--- src/rtl/imul_seq_ctrl_pkg.sv ---
// Shared definitions for the sequential radix-4 multiplier: FSM encoding and
// iteration-count helpers used to size the digit counter.
package imul_seq_ctrl_pkg;

  typedef enum logic [1:0] {
    ST_IDLE = 2'd0,
    ST_RUN  = 2'd1,
    ST_DONE = 2'd2
  } state_e;

  localparam int unsigned DEFAULT_SIZE  = 16;
  localparam int unsigned DEFAULT_ITERS = DEFAULT_SIZE / 2;

  // One radix-4 digit of B is consumed per clock.
  function automatic int unsigned iter_count(input int unsigned size);
    return size / 2;
  endfunction

  function automatic int unsigned cnt_width(input int unsigned iters);
    return (iters > 1) ? $clog2(iters) : 1;
  endfunction

endpackage

--- src/rtl/imul_pp_mux4.sv ---
// Radix-4 partial product: A times a 2-bit digit, selected from {0, A, 2A, 3A}.
module imul_pp_mux4 #(
  parameter int unsigned SIZE = 16
) (
  input  logic [SIZE-1:0] a,
  input  logic [1:0]      digit,
  output logic [SIZE+1:0] pp
);

  logic [SIZE+1:0] a_x1;
  logic [SIZE+1:0] a_x2;
  logic [SIZE+1:0] a_x3;

  assign a_x1 = {2'b00, a};
  assign a_x2 = {1'b0, a, 1'b0};
  assign a_x3 = a_x2 + a_x1;

  always_comb begin
    pp = '0;
    case (digit)
      2'd0:    pp = '0;
      2'd1:    pp = a_x1;
      2'd2:    pp = a_x2;
      2'd3:    pp = a_x3;
      default: pp = '0;
    endcase
  end

endmodule

--- src/rtl/imul_seq_ctrl.sv ---
// Sequential radix-4 unsigned multiplier: one shared SIZE+2-bit adder iterated
// SIZE/2 times, result presented through a valid/ready handshake.
module imul_seq_ctrl
  import imul_seq_ctrl_pkg::*;
#(
  parameter int unsigned SIZE = DEFAULT_SIZE
) (
  input  logic              Clock,
  input  logic              Reset,
  input  logic              iStart,
  input  logic [SIZE-1:0]   iA,
  input  logic [SIZE-1:0]   iB,
  input  logic              iReady,
  output logic              oBusy,
  output logic              oValid,
  output logic [2*SIZE-1:0] oResult
);

  localparam int unsigned ITERS = iter_count(SIZE);
  localparam int unsigned CW    = cnt_width(ITERS);
  localparam logic [CW-1:0] LAST_CNT = CW'(ITERS - 1);

  if ((SIZE < 4) || ((SIZE % 2) != 0)) begin : g_size_check
    $error("imul_seq_ctrl: SIZE must be even and >= 4");
  end

  state_e          state;
  logic [SIZE-1:0] a_r;
  logic [SIZE-1:0] b_r;
  logic [SIZE+1:0] h_r;
  logic [SIZE-1:0] l_r;
  logic [CW-1:0]   cnt;

  logic [SIZE+1:0] pp;
  logic [SIZE+1:0] sum;
  logic [SIZE+1:0] h_next;
  logic [SIZE-1:0] l_next;

  imul_pp_mux4 #(
    .SIZE (SIZE)
  ) u_pp_mux (
    .a     (a_r),
    .digit (b_r[1:0]),
    .pp    (pp)
  );

  // H + pp peaks at 4*(2^SIZE-1), so SIZE+2 bits never overflow.
  assign sum    = h_r + pp;
  assign h_next = {2'b00, sum[SIZE+1:2]};
  assign l_next = {sum[1:0], l_r[SIZE-1:2]};

  always_ff @(posedge Clock or posedge Reset) begin
    if (Reset) begin
      state   <= ST_IDLE;
      a_r     <= '0;
      b_r     <= '0;
      h_r     <= '0;
      l_r     <= '0;
      cnt     <= '0;
      oBusy   <= 1'b0;
      oValid  <= 1'b0;
      oResult <= '0;
    end else begin
      case (state)
        ST_IDLE: begin
          if (iStart) begin
            a_r   <= iA;
            b_r   <= iB;
            h_r   <= '0;
            l_r   <= '0;
            cnt   <= '0;
            oBusy <= 1'b1;
            state <= ST_RUN;
          end
        end
        ST_RUN: begin
          h_r <= h_next;
          l_r <= l_next;
          b_r <= b_r >> 2;
          cnt <= cnt + 1'b1;
          if (cnt == LAST_CNT) begin
            oResult <= {h_next[SIZE-1:0], l_next};
            oValid  <= 1'b1;
            state   <= ST_DONE;
          end
        end
        ST_DONE: begin
          // A start arriving alongside the handshake is dropped, not queued.
          if (iReady) begin
            oValid <= 1'b0;
            oBusy  <= 1'b0;
            state  <= ST_IDLE;
          end
        end
        default: begin
          oValid <= 1'b0;
          oBusy  <= 1'b0;
          state  <= ST_IDLE;
        end
      endcase
    end
  end

endmodule

--- config.mk ---
export PLATFORM = sky130hd
export DESIGN_NAME = imul_seq_ctrl
export DESIGN_NICKNAME = d
export VERILOG_FILES = /design/src/rtl/imul_seq_ctrl_pkg.sv /design/src/rtl/imul_pp_mux4.sv /design/src/rtl/imul_seq_ctrl.sv
export SDC_FILE = /design/constraint.sdc
export NUM_CORES = 1
export LEC_CHECK = 0
export CORE_MARGIN = 2
export CORE_UTILIZATION = 30
export CTS_CLUSTER_DIAMETER = 120
export DETAILED_ROUTE_END_ITERATION = 6
export PLACE_DENSITY_LB_ADDON = 0.2
export SLEW_MARGIN = 15
export SYNTH_ARGS = -nofsm -noshare
export SYNTH_HDL_FRONTEND = slang
export SYNTH_SLANG_ARGS = --single-unit
--- constraint.sdc ---
create_clock -name Clock -period 9.62 [get_ports Clock]
set_input_delay 1.924 -clock Clock [delete_from_list [all_inputs] [get_ports Clock]]
set_output_delay 1.924 -clock Clock [all_outputs]
set_load 0.005 [all_outputs]
==> reports/results.ini, run 1 <==
[critical_path]
cp_slowest_cell=dfrtp_1
slowest_delay_ns=0.44
critPathBufInv=1
required_ns=9.86
r2r-end=h_r[15]
r2r_start=a_r[1]
crit_fanout=5
critPathKind=reg2reg
start_kind=flip-flop
r2r_slack_ns=5.32
endpoint_kind=flip-flop
arrival_ns=4.54
crit_chain=ha_1 > inv_1 > fa_1 > nor2b_4 > o31a_1 > or3_1 > a21oi_2 > xnor2_1 > mux2_2 > a22o_1 > ha_1 > nand2_1 > and3_1 > nor3b_1 > and4b_1 > o31ai_2 > xnor2_1 > o21ai_1
crit_family=simple AND/OR/NAND/NOR gates
r2r_cells=18

[logic_synthesis]
synth_ff_type=dfrtp_1
netlist_area_um2=5700
synth_edf_count=0
synth_top_area_share_pct=44.3
synth-seq-cells=101
synth_area_leaders=dfrtp_1 44%, nand2_1 9.4%, ha_1 7.5%, o21ai_0 6.6%, mux2_2 3.6%
synthCells=639
yosysWarnings=0
ys_types=51
yosysTopAreaCell=dfrtp_1
syn_nets=711
ys_seq_area_share_pct=44.3
avgSynthCellArea_um2=8.92
async_flop_share_pct=100

[job]
max-cap-violations=0

[routing]
vias_per_cell=4.96
post_drt_wl_per_cell_um=14.6
drt_iter0_drc=255
drc=0
vias=4604
drt-total-wl_um=13600
drtPass1Iterations=5
ant_nets=0

[finish]
finish.utilization_pct=37.1
num_antenna_cells=0
fillerInstances=1861
finalNetCount=762
drive_above_1_share_pct=6.91
regArea_um2=2530
most-common-layout-cells=143 x nand2_1, 101 x dfrtp_1, 75 x o21ai_0
multi_input_comb_area_um2=2990
area_growth_syn_to_layout_pct=21.8
mostFrequentLayoutCell=nand2_1

[cts]
path_clk_slew_ns=0.07
htree_levels=3
cts_buffers=9
cts_sinks=101
cts_hold_buf=0
cts_tree=built
cts_resized=0
clk_latency_ns=0.36
cts_buffer_depth=2
cts_setup_buffers=0
cts_root_buffer=clkbuf_16

[sta]
whs_ns=0.479
tightest_slew_ns=1.12
fmax_mhz=232
period_share_pct=44.7
hold_violations=0
drv_slew=0
relSlewSlack_pct=24.9
fin_crit_ns=4.30
setup_viol=0
grt_setup_unrepaired=false
fin_skew_ns=0.0103
tns_ns=0

[die]
fp.dieH_um=142
core_area_um2=18700
start_util_pct=30.5
die-area_um2=20100
die_w_um=142
num_io_pins=70
fp-row-count=50

[global_routing]
grtUsageTotal_pct=14.1
grt_pass1_wl_um=22600
grt-ovfl-total=0
antenna_found_initial=0
grt_pass1_vias=4585
grt_max_degree=79

[pwr]
p_per_area_nw_per_um2=428
power_mw=2.97
vdd_drop_max_mv=0.180
p_leak_nw=3.13

[hold_path]
worstHoldStart=oResult[17]
whs_path_depth=2
whs_endpoint=oResult[17]
hp-class=reg2reg

[status]
outcome=finished, final reports clean

[place]
port-buffer-count=69
hpwl_um=9750
gp_congestion=0.865

-- worst min-delay path, cell delays in order, from the launching register on --
cell and delay [ns]:
dfrtp_1 0.34, nand2_1 0.05, o21ai_0 0.06
-- logic make-up (layout without fill, tap and decap cells) --
family,Yosys count,after routing,synth area share [%]
and+or+nand+nor,231,231,17.5
AOI/OAI and AO/OA,175,175,18.6
DFF,101,101,44.3
buffers and inverters,50,106,3.44
adders and majority gates,36,36,8.16
xor gates and xnor gates,25,25,3.84
muxes,21,21,4.08
-- how the worst max path moves through the flow --
| stage | cells after the start | startpoint | end |
|---|---|---|---|
| 6_report | 18 | a_r[1] | h_r[15] |
| 5_1_grt | 18 | a_r[1] | h_r[13] |
| 4_1_cts | 18 | a_r[1] | h_r[15] |
| 3_5_place_dp | 18 | a_r[1] | h_r[15] |
| 3_3_place_gp | 18 | a_r[1] | h_r[15] |
| 2_1_floorplan | 1 | Reset | a_r[0] |
-- synthesized netlist by cell type (2+ instances only) --
master,instances
and2_1,2
a31oi_1,17
mux2i_1,3
xor2_1,12
a21oi_1,28
nor2_1,28
nand4_1,3
nand2b_1,7
nand3_1,23
mux2_2,18
nor2b_1,4
o21a_1,5
and3_1,6
o21ai_0,75
o21bai_1,5
a22o_1,7
dfrtp_1,101
nand3b_1,2
a211oi_2,2
buf_1,4
nand2_1,143
or3_1,3
nor3_1,5
a21o_1,8
clkbuf_1,28
a211oi_1,7
o221ai_1,2
a21boi_0,2
o22ai_1,2
xnor2_1,13
fa_1,2
inv_1,16
o21ai_1,5
ha_1,34
-- power by group --
part | internal (mW) | total (mW) | switching (mW)
clock network | 0.217 | 0.393 | 0.177
registers | 0.626 | 0.793 | 0.167
logic | 0.797 | 1.79 | 0.992
total | 1.64 | 2.97 | 1.33
-- sequential cells by signal, summed over array words and instances, names as in the netlist --
name,flops
oValid,1
state,2
oResult,32
l_r,14
h_r,16
cnt,3
oBusy,1
b_r,16
a_r,16
-- stage by stage --
step           instances  setup slack (ns)  area (um^2)
2_1_floorplan        639              5.05         5700
3_3_place_gp         912              5.40         6590
3_5_place_dp         912              5.38         6590
4_1_cts              928              5.35         6920
5_1_grt              929              5.03         6950
6_report             929              5.32         6950
-- layer usage --
metal | GRT usage [%] | wire length, um | up-vias
li1 | - | - | 2321
met1 | 19.1 | 6480 | 2180
met2 | 22.3 | 6450 | 90
met3 | 3.14 | 456 | 13
met4 | 5.05 | 212 | 0
met5 | 0 | 0 | -
-- final cells by class --
type,instances,area share [%]
Clock buffer,10,3.44
Clock inverter,6,1.24
Inverter,16,0.901
Multi-Input combinational cell,488,43.0
Sequential cell,101,36.4
Tap cell,234,4.22
Timing Repair Buffer,74,10.8
Note: power is estimated with default switching activity, not from simulation.
==> run 2, diff against run 1 <==
- clock period: 9.62 -> 4.1 ns (I/O delays scaled with it)
==> run 2 against run 1 <==
Effect of this change: global-route usage grew 0.10 points; non-clock buffer count up 9; utilization is 0.76 points higher; register-to-register slack worse by 5.1 ns; die area unchanged; routed wire length increased by 1.1%; fmax increased by 10%; final cell count is 0.97% higher; critical endpoint unchanged.
==> reports/results.ini, run 2 (synthesis results as in run 1) <==
[sta]
period_share_pct=95.1  ; was 44.7%
tightest_slew_ns=0.892  ; was 1.12 ns
fmax_mhz=256  ; was 232 MHz
fin_crit_ns=3.90  ; was 4.30 ns
relSlewSlack_pct=40.4  ; was 24.9%
grt_setup_unrepaired=false  ; unchanged
setup_viol=0  ; unchanged
tns_ns=0  ; unchanged
setup_ws_ns=0.199  ; was 5.32 ns
drv_slew=0  ; unchanged
fin_skew_ns=0.00609  ; was 0.0103 ns
hold_violations=0  ; unchanged

[global_routing]
use_met3_pct=4.08  ; was 3.14%
grt_max_degree=64  ; was 79
grtUsageMet2_pct=22.7  ; was 22.3%
gr-max-usage-layer=met2  ; unchanged
antenna_found_initial=0  ; unchanged
gr-usage-met1_pct=19.1  ; about the same
grt-ovfl-total=0  ; unchanged
grt_pass1_wl_um=22900  ; was 22,600 um
grt_pass1_vias=4635  ; was 4,585
grtUsageTotal_pct=14.2  ; was 14.1%

[cts]
cts_buffer_depth=2  ; unchanged
cts_tree=built  ; unchanged
clk_latency_ns=0.35  ; was 0.36 ns
path_clk_slew_ns=0.07  ; about the same
htree_levels=3  ; unchanged
cts_buffers=9  ; unchanged
cts_root_buffer=clkbuf_16  ; unchanged
cts_sinks=101  ; unchanged
cts_hold_buf=0  ; unchanged

[critical_path]
path_common_cell=ha_4
slowest_delay_ns=0.45  ; was 0.44 ns
cp_slowest_cell=dfrtp_2  ; was dfrtp_1
critPathBufInv=1  ; unchanged
crit_fanout=5  ; unchanged
arrival_ns=4.13  ; was 4.54 ns
required_ns=4.33  ; was 9.86 ns
crit_family=compound AO/OA/AOI/OAI gates  ; was simple AND/OR/NAND/NOR gates
endpoint_kind=flip-flop  ; unchanged
critPathKind=reg2reg  ; unchanged
crit_chain=ha_4 > inv_2 > fa_2 > nor2b_4 > o31a_1 > o21a_1 > nor3_1 > nand3b_1 > o21ai_0 > a22o_1 > ha_4 > nand2_1 > or4_1 > o211ai_1 > nor3b_4 > and4b_1 > o31ai_2 > xnor2_1 > o21ai_1  ; was ha_1 > inv_1 > fa_1 > nor2b_4 > o31a_1 > or3_1 > a21oi_2 > xnor2_1 > mux2_2 > a22o_1 > ha_1 > nand2_1 > and3_1 > nor3b_1 > and4b_1 > o31ai_2 > xnor2_1 > o21ai_1
start_kind=flip-flop  ; unchanged

[finish]
num_antenna_cells=0  ; unchanged
finalNetCount=771  ; was 762
finish.utilization_pct=37.9  ; was 37.1%
area_growth_syn_to_layout_pct=24.3  ; was 21.8%
largest_register=oResult  ; unchanged
largest_reg_flops=32  ; unchanged
most-common-layout-cells=143 x nand2_1, 99 x dfrtp_1, 70 x o21ai_0  ; was 143 x nand2_1, 101 x dfrtp_1, 75 x o21ai_0
mostFrequentLayoutCell=nand2_1  ; unchanged
drive_above_1_share_pct=10.5  ; was 6.91%
fillerInstances=1852  ; was 1,861

[die]
start_util_pct=30.5  ; unchanged
fp.dieH_um=142  ; unchanged
core_area_um2=18700  ; unchanged
fp-row-count=50  ; unchanged
num_io_pins=70  ; unchanged
die_w_um=142  ; unchanged
die-area_um2=20100  ; unchanged

[routing]
post_drt_wl_per_cell_um=14.7  ; was 14.6 um
drt_iter0_drc=216  ; was 255
drtPass1Iterations=5  ; unchanged
vias=4686  ; was 4,604
drt-total-wl_um=13700  ; was 13,600 um
ant_nets=0  ; unchanged
vias_per_cell=5.00  ; was 4.96
drc=0  ; unchanged

[pwr]
vdd_drop_max_mv=0.402  ; was 0.180 mV
p_per_area_nw_per_um2=1020  ; was 428 nW/um^2
p_leak_nw=3.16  ; was 3.13 nW

[place]
hpwl_um=9810  ; was 9750 um
gp_congestion=0.884  ; was 0.865
port-buffer-count=69  ; unchanged
pre_cts_ws_ns=-0.0185  ; was 5.38 ns

[job]
max-cap-violations=0  ; unchanged

[status]
outcome=finished, final reports clean  ; unchanged

[hold_path]
hp-class=reg2reg  ; unchanged

[run 2: changes by cell type in the layout (fill, tap and decap cells not counted), moves of 3 or more]
| cell | delta |
|---|---|
| a21oi_1 | -4 |
| a21oi_2 | +3 |
| o21ai_0 | -5 |
| buf_4 | +10 |
| ha_1 | -5 |
| o21ai_1 | +5 |
| ha_4 | +4 |
[run 2: layout make-up]
class	count	area (um^2)	area share [%]
Inverter	16	62.6	0.883
Sequential cell	101	2530	35.7
Clock inverter	6	77.6	1.09
Timing Repair Buffer	83	796	11.2
Tap cell	234	293	4.13
Clock buffer	10	229	3.23
Multi-Input combinational cell	488	3100	43.7
[run 2: repair_timing]
action                                  4_1_cts  5_1_grt
setup buffers                                 0        3
resized for setup                             2       25
pin swaps                                     0       17
endpoints found under the setup margin        2       15
[run 2: final timing paths]
kind / slack, ns / startpoint / depth (start not counted) / endpoint
worst min-delay path: 0.48 / oResult[21] / 2 / oResult[21]
worst max register to register: 0.20 / a_r[1] / 19 / h_r[15]
max in group asynchronous: 2.31 / Reset / 3 / a_r[0]
min in group asynchronous: 0.96 / Reset / 2 / oResult[17]
worst max-delay path: 0.20 / a_r[1] / 19 / h_r[15]
worst min register to register: 0.48 / oResult[21] / 2 / oResult[21]
[run 2: through the flow]
stage	hold WS [ns]	instance area [um^2]	std cells	total power [mW]
global route	0.523	7090	938	7.97
detailed placement	0.474	6650	919	6.09
CTS	0.492	6960	935	7.05
finish	0.483	7090	938	7.25
global placement	0.462	6650	919	6.01
floorplan	0.467	5700	639	4.89
[run 2: per-layer routing]
metal | vias to the layer above | wire (um)
met5 | - | 0
met4 | 0 | 185
met3 | 14 | 566
met2 | 87 | 6420
met1 | 2244 | 6570
li1 | 2341 | -
[run 2: worst reg2reg max path, stage by stage (launching register included)]
cell and delay (ns):
dfrtp_2 0.45, ha_4 0.18, inv_2 0.05, fa_2 0.23, nor2b_4 0.05, o31a_1 0.33
o21a_1 0.21, nor3_1 0.11, nand3b_1 0.12, o21ai_0 0.08, a22o_1 0.25, ha_4 0.27
nand2_1 0.07, or4_1 0.42, o211ai_1 0.22, nor3b_4 0.09, and4b_1 0.27, o31ai_2 0.07
xnor2_1 0.23, o21ai_1 0.08
[run 2: power by group]
| part | switching [mW] | internal [mW] | leakage, nW |
|---|---|---|---|
| logic | 2.44 | 2.07 | 1.75 |
| registers | 0.376 | 1.47 | 1.26 |
| clock network | 0.414 | 0.487 | 0.148 |
| total | 3.23 | 4.03 | 3.16 |
==> run 3, diff against run 2 <==
- REMOVE_ABC_BUFFERS: unset -> 1
==> run 3 against run 2 <==
Effect of this change: non-clock buffer count is the same; first-iteration DRC count grew 48%; combinational power is essentially flat; setup slack lost 0.066 ns; routed wire length shrank 1.1%; clock skew grew 0.0044 ns; design area grew 0.12%; sequential cell count is the same; register-to-register slack lost 0.07 ns; critical path type unchanged; critical endpoint is now oResult[31]; largest power group unchanged; highest routed layer unchanged.
==> reports/results.ini, run 3 (synthesis results as in run 1) <==
[die]
core_area_um2=18700  ; unchanged
fp-row-count=50  ; unchanged
fp.dieH_um=142  ; unchanged
start_util_pct=30.5  ; unchanged
num_io_pins=70  ; unchanged
die-area_um2=20100  ; unchanged
die_w_um=142  ; unchanged

[job]
max-cap-violations=0  ; unchanged

[critical_path]
arrival_ns=4.19  ; was 4.13 ns
critPathKind=reg2reg  ; unchanged
cp_slowest_cell=dfrtp_2  ; unchanged
required_ns=4.33  ; about the same
crit_chain=ha_4 > inv_2 > fa_2 > nor2b_4 > o31a_1 > o21a_1 > nor3_2 > nand3b_1 > o21ai_0 > a22o_1 > ha_4 > nand2_1 > or4_1 > o211ai_1 > nor3b_4 > and4b_1 > o31ai_2 > xnor2_1 > o21ai_1  ; was ha_4 > inv_2 > fa_2 > nor2b_4 > o31a_1 > o21a_1 > nor3_1 > nand3b_1 > o21ai_0 > a22o_1 > ha_4 > nand2_1 > or4_1 > o211ai_1 > nor3b_4 > and4b_1 > o31ai_2 > xnor2_1 > o21ai_1
path_common_cell=ha_4  ; unchanged
r2r_cells=19  ; unchanged
startpoint=a_r[1]  ; unchanged
r2r-end=oResult[31]  ; was h_r[15]
endpoint=oResult[31]  ; was h_r[15]
crit_fanout=4  ; was 5
r2r_slack_ns=0.13  ; was 0.20 ns
slowest_delay_ns=0.44  ; was 0.45 ns
endpoint_kind=flip-flop  ; unchanged
r2r_start=a_r[1]  ; unchanged
start_kind=flip-flop  ; unchanged

[routing]
drtPass1Iterations=7  ; was 5
drt-total-wl_um=13600  ; was 13,700 um
post_drt_wl_per_cell_um=14.5  ; was 14.7 um
ant_nets=0  ; unchanged
vias_per_cell=4.96  ; was 5.00
vias=4651  ; was 4,686
drc=0  ; unchanged
drt_iter0_drc=319  ; was 216

[place]
pre_cts_ws_ns=-0.0376  ; was -0.0185 ns
gp_congestion=0.925  ; was 0.884
hpwl_um=9380  ; was 9810 um
port-buffer-count=69  ; unchanged

[sta]
fin_skew_ns=0.0105  ; was 0.00609 ns
fin_crit_ns=3.97  ; was 3.90 ns
setup_ws_ns=0.134  ; was 0.199 ns
whs_ns=0.484  ; was 0.483 ns
drv_slew=0  ; unchanged
hold_violations=0  ; unchanged
setup_viol=0  ; unchanged
tns_ns=0  ; unchanged
relSlewSlack_pct=30.6  ; was 40.4%
fmax_mhz=252  ; was 256 MHz
period_share_pct=96.7  ; was 95.1%
tightest_slew_ns=1.04  ; was 0.892 ns

[pwr]
power_frac_seq_pct=25.1  ; was 25.5%
power_frac_comb_pct=61.9  ; was 62.1%
vdd_drop_max_mv=0.474  ; was 0.402 mV
p_leak_nw=3.18  ; was 3.16 nW
clkPwrFrac_pct=13.1  ; was 12.4%
p_int_mw=4.08  ; was 4.03 mW
power_mw=7.27  ; was 7.25 mW
p_per_area_nw_per_um2=1020  ; about the same
switching_share_pct=43.8  ; was 44.5%
p_switching_mw=3.19  ; was 3.23 mW

[finish]
largest_reg_flops=32  ; unchanged
finalNetCount=771  ; unchanged
mostFrequentLayoutCell=nand2_1  ; unchanged
finish.utilization_pct=37.9  ; about the same
most-common-layout-cells=143 x nand2_1, 99 x dfrtp_1, 70 x o21ai_0  ; unchanged
drive_above_1_share_pct=10.2  ; was 10.5%
num_antenna_cells=0  ; unchanged
area_growth_syn_to_layout_pct=24.4  ; was 24.3%
regArea_um2=2530  ; unchanged
fillerInstances=1868  ; was 1,852
largest_register=oResult  ; unchanged
multi_input_comb_area_um2=3090  ; was 3100 um^2

[cts]
cts_hold_buf=0  ; unchanged
cts_tree=built  ; unchanged
cts_root_buffer=clkbuf_16  ; unchanged
clk_latency_ns=0.36  ; was 0.35 ns
cts_buffer_depth=2  ; unchanged
htree_levels=3  ; unchanged
cts_sinks=101  ; unchanged
cts_buffers=9  ; unchanged
path_clk_slew_ns=0.07  ; about the same

[global_routing]
antenna_found_initial=0  ; unchanged
grt-ovfl-total=0  ; unchanged
grt_pass1_vias=4680  ; was 4,635
grt_max_degree=62  ; was 64
grt_pass1_wl_um=23000  ; was 22,900 um
grtUsageTotal_pct=14.0  ; was 14.2%

[status]
outcome=finished, final reports clean  ; unchanged

[hold_path]
hp-class=reg2reg  ; unchanged

run 3: power by group through the flow:
stage,Clock (mW),Combinational [mW],Sequential (mW)
5_1_grt,1.03,5.08,1.90
3_3_place_gp,0,4.15,1.83
4_1_cts,0.984,4.27,1.82
6_report,0.949,4.50,1.82
3_5_place_dp,0,4.23,1.84
2_1_floorplan,0,3.04,1.77
run 3: final cells by class:
| class | instances | share of cell area [%] |
|---|---|---|
| multi-input combinational | 488 | 43.6 |
| sequential | 101 | 35.7 |
| timing repair buffer | 83 | 11.2 |
| tap | 234 | 4.13 |
| clock buffer | 11 | 3.42 |
| clock inverter | 4 | 1.13 |
| inverter | 16 | 0.882 |
run 3: worst min-delay path by stage:
stage / from / end / slack (ns) / cells after the start
finish: oResult[21] / oResult[21] / 0.48 / 2
global route: oResult[22] / oResult[22] / 0.51 / 2
CTS: oResult[21] / oResult[21] / 0.49 / 2
detailed placement: oResult[21] / oResult[21] / 0.47 / 2
global placement: oResult[26] / oResult[26] / 0.46 / 2
floorplan: l_r[15] / l_r[13] / 0.47 / 2
run 3: critical path, delay by kind of cell (launching register included):
| kind | cells | cell delay (ns) |
|---|---|---|
| DFF | 1 | 0.44 |
| AOI/OAI and AO/OA | 7 | 1.26 |
| xor gates and xnor gates | 1 | 0.23 |
| adders and majority gates | 3 | 0.72 |
| buffers and inverters | 1 | 0.06 |
| and+or+nand+nor | 7 | 1.12 |
run 3: metrics by stage:
step,instances,instance area (um^2)
floorplan,605,5570
global placement,918,6640
detailed placement,918,6640
CTS,933,6970
global route,937,7100
finish,937,7100
run 3: what timing repair did:
| item | CTS | global route |
|---|---|---|
| gates resized for setup | 1 | 24 |
| buffers inserted | 0 | 4 |
| pin swaps | 0 | 14 |
| endpoints found under the setup margin | 2 | 16 |
run 3: routing by layer:
layer / routed length (um) / vias to the layer above / track usage [%] / part of all wire [%]
met5: 0 / - / 0 / 0
met4: 179 / 0 / 3.79 / 1.3
met3: 453 / 10 / 2.90 / 3.3
met2: 6420 / 79 / 22.8 / 47
met1: 6550 / 2217 / 19.0 / 48
li1: - / 2345 / - / -
